## config.mk

```make
export PLATFORM = sky130hd
export DESIGN_NAME = axi_lite_reg_slave
export DESIGN_NICKNAME = d
export VERILOG_FILES = /design/src/rtl/axi_lite_reg_slave.sv
export SDC_FILE = /design/constraint.sdc
export NUM_CORES = 2
export LEC_CHECK = 0
export CORE_ASPECT_RATIO = 0.9
export CORE_UTILIZATION = 65
export CTS_BUF_LIST = sky130_fd_sc_hd__clkbuf_16
export DETAILED_ROUTE_END_ITERATION = 10
export PLACE_DENSITY = 0.83
export REMOVE_ABC_BUFFERS = 1
export SYNTH_ARGS = -nofsm -noshare
export SYNTH_HDL_FRONTEND = slang
export SYNTH_SLANG_ARGS = --single-unit
```

## constraint.sdc

```tcl
create_clock -name aclk_i -period 97.8 [get_ports aclk_i]
set_input_delay 29.34 -clock aclk_i [delete_from_list [all_inputs] [get_ports aclk_i]]
set_output_delay 29.34 -clock aclk_i [all_outputs]
set_load 0.005 [all_outputs]
```

## src/rtl/axi_lite_reg_slave.sv

```systemverilog
// AXI4-Lite slave terminating the write/read channels into a bank of NUM_REGS words.
// AW and W are captured independently; commit happens on the later handshake.
module axi_lite_reg_slave #(
    parameter int unsigned ADDR_WIDTH = 32,
    parameter int unsigned DATA_WIDTH = 32,
    parameter int unsigned NUM_REGS   = 32
) (
    input  logic                    aclk_i,
    input  logic                    areset_i,
    input  logic [ADDR_WIDTH-1:0]   awaddr_i,
    input  logic                    awvalid_i,
    output logic                    awready_o,
    input  logic [DATA_WIDTH-1:0]   wdata_i,
    input  logic [DATA_WIDTH/8-1:0] wstrb_i,
    input  logic                    wvalid_i,
    output logic                    wready_o,
    output logic [1:0]              bresp_o,
    output logic                    bvalid_o,
    input  logic                    bready_i,
    input  logic [ADDR_WIDTH-1:0]   araddr_i,
    input  logic                    arvalid_i,
    output logic                    arready_o,
    output logic [DATA_WIDTH-1:0]   rdata_o,
    output logic [1:0]              rresp_o,
    output logic                    rvalid_o,
    input  logic                    rready_i
);

    localparam int unsigned IdxW  = (NUM_REGS > 1) ? $clog2(NUM_REGS) : 1;
    localparam int unsigned StrbW = DATA_WIDTH / 8;
    localparam logic [ADDR_WIDTH-1:0] AddrLimit  = ADDR_WIDTH'(NUM_REGS * 4);
    localparam logic [1:0]            RespOkay   = 2'b00;
    localparam logic [1:0]            RespSlvErr = 2'b10;

    typedef enum logic [1:0] {
        StIdle,
        StHaveAw,
        StHaveW,
        StResp
    } wr_state_e;

    wr_state_e wr_state_q, wr_state_d;

    // Low throughout reset and until the first edge after release, so readies start at 0.
    logic rst_done_q;

    logic [ADDR_WIDTH-1:0] awaddr_q;
    logic [DATA_WIDTH-1:0] wdata_q;
    logic [StrbW-1:0]      wstrb_q;
    logic [1:0]            bresp_q, bresp_d;

    logic [DATA_WIDTH-1:0] mem_q [NUM_REGS];

    logic                  rvalid_q, rvalid_d;
    logic [DATA_WIDTH-1:0] rdata_q, rdata_d;
    logic [1:0]            rresp_q, rresp_d;

    logic                  aw_hs, w_hs, ar_hs, commit;
    logic [ADDR_WIDTH-1:0] wr_addr;
    logic [DATA_WIDTH-1:0] wr_data;
    logic [StrbW-1:0]      wr_strb;
    logic                  wr_in_range, rd_in_range;
    logic [IdxW-1:0]       wr_idx, rd_idx;

    assign awready_o = rst_done_q && ((wr_state_q == StIdle) || (wr_state_q == StHaveW));
    assign wready_o  = rst_done_q && ((wr_state_q == StIdle) || (wr_state_q == StHaveAw));
    assign arready_o = rst_done_q && !rvalid_q;

    assign aw_hs = awvalid_i && awready_o;
    assign w_hs  = wvalid_i && wready_o;
    assign ar_hs = arvalid_i && arready_o;

    // A channel already held wins over the live bus; otherwise it is completing this cycle.
    assign wr_addr = (wr_state_q == StHaveAw) ? awaddr_q : awaddr_i;
    assign wr_data = (wr_state_q == StHaveW) ? wdata_q : wdata_i;
    assign wr_strb = (wr_state_q == StHaveW) ? wstrb_q : wstrb_i;

    assign wr_in_range = wr_addr < AddrLimit;
    assign wr_idx      = wr_addr[2 +: IdxW];
    assign rd_in_range = araddr_i < AddrLimit;
    assign rd_idx      = araddr_i[2 +: IdxW];

    always_comb begin
        wr_state_d = wr_state_q;
        commit     = 1'b0;
        unique case (wr_state_q)
            StIdle: begin
                if (aw_hs && w_hs) begin
                    wr_state_d = StResp;
                    commit     = 1'b1;
                end else if (aw_hs) begin
                    wr_state_d = StHaveAw;
                end else if (w_hs) begin
                    wr_state_d = StHaveW;
                end
            end
            StHaveAw: begin
                if (w_hs) begin
                    wr_state_d = StResp;
                    commit     = 1'b1;
                end
            end
            StHaveW: begin
                if (aw_hs) begin
                    wr_state_d = StResp;
                    commit     = 1'b1;
                end
            end
            StResp: begin
                if (bready_i) begin
                    wr_state_d = StIdle;
                end
            end
            default: wr_state_d = StIdle;
        endcase
    end

    always_comb begin
        bresp_d = bresp_q;
        if (commit) begin
            bresp_d = wr_in_range ? RespOkay : RespSlvErr;
        end
    end

    always_comb begin
        rvalid_d = rvalid_q;
        rdata_d  = rdata_q;
        rresp_d  = rresp_q;
        if (ar_hs) begin
            rvalid_d = 1'b1;
            rdata_d  = rd_in_range ? mem_q[rd_idx] : '0;
            rresp_d  = rd_in_range ? RespOkay : RespSlvErr;
        end else if (rvalid_q && rready_i) begin
            rvalid_d = 1'b0;
        end
    end

    always_ff @(posedge aclk_i or posedge areset_i) begin
        if (areset_i) begin
            rst_done_q <= 1'b0;
            wr_state_q <= StIdle;
            awaddr_q   <= '0;
            wdata_q    <= '0;
            wstrb_q    <= '0;
            bresp_q    <= RespOkay;
            rvalid_q   <= 1'b0;
            rdata_q    <= '0;
            rresp_q    <= RespOkay;
        end else begin
            rst_done_q <= 1'b1;
            wr_state_q <= wr_state_d;
            bresp_q    <= bresp_d;
            rvalid_q   <= rvalid_d;
            rdata_q    <= rdata_d;
            rresp_q    <= rresp_d;
            if (aw_hs) begin
                awaddr_q <= awaddr_i;
            end
            if (w_hs) begin
                wdata_q <= wdata_i;
                wstrb_q <= wstrb_i;
            end
        end
    end

    // Reads sample mem_q before this edge's write lands, so same-edge reads see old data.
    always_ff @(posedge aclk_i or posedge areset_i) begin
        if (areset_i) begin
            for (int i = 0; i < NUM_REGS; i++) begin
                mem_q[i] <= '0;
            end
        end else if (commit && wr_in_range) begin
            for (int b = 0; b < StrbW; b++) begin
                if (wr_strb[b]) begin
                    mem_q[wr_idx][8*b +: 8] <= wr_data[8*b +: 8];
                end
            end
        end
    end

    assign bvalid_o = (wr_state_q == StResp);
    assign bresp_o  = bresp_q;
    assign rvalid_o = rvalid_q;
    assign rdata_o  = rdata_q;
    assign rresp_o  = rresp_q;

endmodule

```

==> impl_metrics.ini <==
[die]
die_area_sq_um = 82900
core-area_sq_um = 81000
die_w_um = 303
num_rows = 99
initial_utilization_pct = 65.6
ioPinCount = 148
fp.dieH_um = 273

[drt]
detail-route-antenna-nets = 0
dr_total_vias = 31400
routed_wl_mm = 130
vias_per_cell = 6.69
first_iter_violations = 2211
remaining_drc_errors = 0
wire_per_inst_um = 27.7
dr.pass1.iters = 6

[clock_network]
path_clk_slew_ns = 0.06
root_buffer = clkbuf_16
cts_setup_buffers = 0
ctsHoldBuffers = 0
cts_tree = built
clock_sinks = 1128
numCtsBuffers = 110
cts_resized = 0
cts_buffer_depth = 3
h-tree-depth = 3
clkLatencyLatePin_ns = 0.71

[timing]
fmax_mhz = 29.1
tightest_slew_ns = 1.26
clock_skew_ns = 0.0268
fin_crit_ns = 34.40
rsz0062_at_grt = false
setup_viol = 0
tns_ns = 0
hold_viol = 0
final.setup.worst_slack_ns = 63.40
finalMaxSlewViolations = 0
timing.final.crit_share_pct = 35.2
slew_headroom_pct = 13.5

[place]
place_ws_ns = 62.49
place_congestion = 0.844
hpwl_mm = 81.7
numPortBuffers = 141

[worst_setup_path]
crit_type = in2async
cp_max_fo = 184
slowest_stage = buf_4
critPathLaunch = areset_i
r2r_start = wr_state_q[0]$_DFFE_PP0P_
rrSetupSlack_ns = 93.72
reg2regPathDepth = 9
cp_common_cell = buf_4
start_kind = input port
r2r-end = mem_q[909]$_DFFE_PP0P_
critPathMaxStageDelay_ns = 0.92
cp.required_ns = 98.47
cp.arrival_ns = 35.06
end_kind = asynchronous set/reset pin
path_cells = clkdlybuf4s50_1, inv_8, buf_12, buf_4, buf_4, buf_4, buf_4

[synth]
yosys.area.top_type = dfrtp_1
synth_area_per_cell_sq_um = 15.3
synth_cell_types = 62
yosysMostFrequentCell = mux2_2
synth_cells = 3480
yosysWarnings = 0
synth_edf_count = 0
ys_ff_latch = 1128
ys_seq_area_share_pct = 53.1
async_reset_ff_share_pct = 100
yosys-top-cells-area = dfrtp_1 (53%), mux2_2 (24%), mux4_2 (7.4%)
synth_flop_cell = dfrtp_1
synth_top_area_share_pct = 53.1
syn_area_sq_um = 53100
synth_common_cells = mux2_2 (1154), dfrtp_1 (1128), mux4_2 (175)

[global_routing]
first_global_vias = 34300
grt_use_met1_pct = 42.6
busiest_layer = met2
grt_use_total_pct = 32.2
grtUsageMet2_pct = 52.8
grt_overflow_total = 0
grt_max_degree = 185
antenna_found_initial = 4
met3_usage_pct = 6.05
grt_pass1_wl_mm = 202

[hold_path]
min_path_cells = 2
hold_path_startpoint = awaddr_q[14]$_DFFE_PP0N_
hold_end = awaddr_q[14]$_DFFE_PP0N_
min_path_type = reg2reg

[pwr]
p_leak_nw = 28.1
ir_drop_mv = 0.0225
p_per_area_nw_per_um2 = 19.0

[run_status]
status = finished clean

[finish]
drive_gt1_share_pct = 47.0
finalNetCount = 3647
syn2layout_area_growth_pct = 8.98

[flow_run]
cap_violations = 0
## report_power, final
| group | total (mW) | internal (mW) | switching [mW] |
|---|---|---|---|
| logic | 0.168 | 0.0400 | 0.128 |
| clock network | 0.443 | 0.257 | 0.186 |
| registers | 0.489 | 0.481 | 0.00865 |
| total | 1.10 | 0.778 | 0.322 |
## placed cells by master (no fill, tap or decap), drive strengths merged, types with 4 or more instances in the layout
cell type,n
clkinvlp,8
clkbuf,112
bufinv,19
o41ai,16
nor3,20
nand4,16
nand2,150
clkinv,47
mux2,1154
dfrtp,1128
nand3,141
inv,36
buf,55
o221ai,4
a32oi,8
ha,5
nor2,24
clkdlybuf4s50,136
o22ai,33
nor4,30
a22o,39
nor2b,7
mux2i,121
a22oi,60
mux4,175
o21ai,17
and3,12
a21oi,20
## kinds of logic (layout without fill, tap and decap cells)
| logic type | after synthesis | in the layout | synth area share [%] |
|---|---|---|---|
| flip-flops | 1128 | 1128 | 53.1 |
| buffers and inverters | 261 | 413 | 4.30 |
| adder cells (fa/ha/maj) | 5 | 5 | 0.118 |
| AO/OA/AOI/OAI | 215 | 215 | 2.98 |
| multiplexers | 1450 | 1450 | 34.2 |
| other | 2 | 4 | 0.0141 |
| AND/OR/NAND/NOR | 419 | 419 | 5.27 |
## final cells by class
class | instances | area [sq um]
flip-flops and latches | 1128 | 28200
fillers | 5097 | 23100
multi-input cells | 2092 | 22700
clock buffers | 111 | 2780
repair buffers | 192 | 1830
well taps | 1060 | 1330
clock inverters | 99 | 1000
inverters | 11 | 48.8
diodes | 1 | 2.50
## worst max-delay path: cells and delay by family
family	cells	cell delay, ns
buffers and inverters	7	5.22
## layer usage
layer / up-vias / part of all wire, %
li1: 13200 / -
met1: 16800 / 40
met2: 1060 / 50
met3: 322 / 6.0
met4: 2 / 4.0
met5: - / 0.0092
## how the worst max path moves through the flow
| stage | to | slack (ns) |
|---|---|---|
| 3_3_place_gp | mem_q[48]$_DFFE_PP0P_ | 62.83 |
| 6_report | mem_q[17]$_DFFE_PP0P_ | 63.40 |
| 4_1_cts | mem_q[1010]$_DFFE_PP0P_ | 63.22 |
| 2_1_floorplan | awaddr_q[10]$_DFFE_PP0N_ | 36.69 |
| 3_5_place_dp | mem_q[112]$_DFFE_PP0P_ | 62.49 |
| 5_1_grt | rdata_o[20]$_DFFE_PP0P_ | 62.47 |
## sequential cells by signal, summed over array words and instances, names as in the netlist
signal / count
mem_q: 1024
rdata_o: 32
wdata_q: 32
awaddr_q: 30
wstrb_q: 4
wr_state_q: 2
bresp_o: 1
rresp_o: 1
rst_done_q: 1
rvalid_o: 1
## per-stage QoR
stage                     hold slack (ns)  util [%]  instances  cell area [sq um]  total power [mW]
after floorplan                     0.446         -       3231              50900             0.590
after global placement              0.462      66.8       4483              54100             0.653
after detailed placement            0.464      66.8       4483              54100             0.664
after CTS                           0.483      71.4       4693              57900              1.10
after global routing                0.504      71.4       4694              57900              1.14
final                               0.479      71.4       4694              57900              1.10
(Power assumes the default switching activity.)
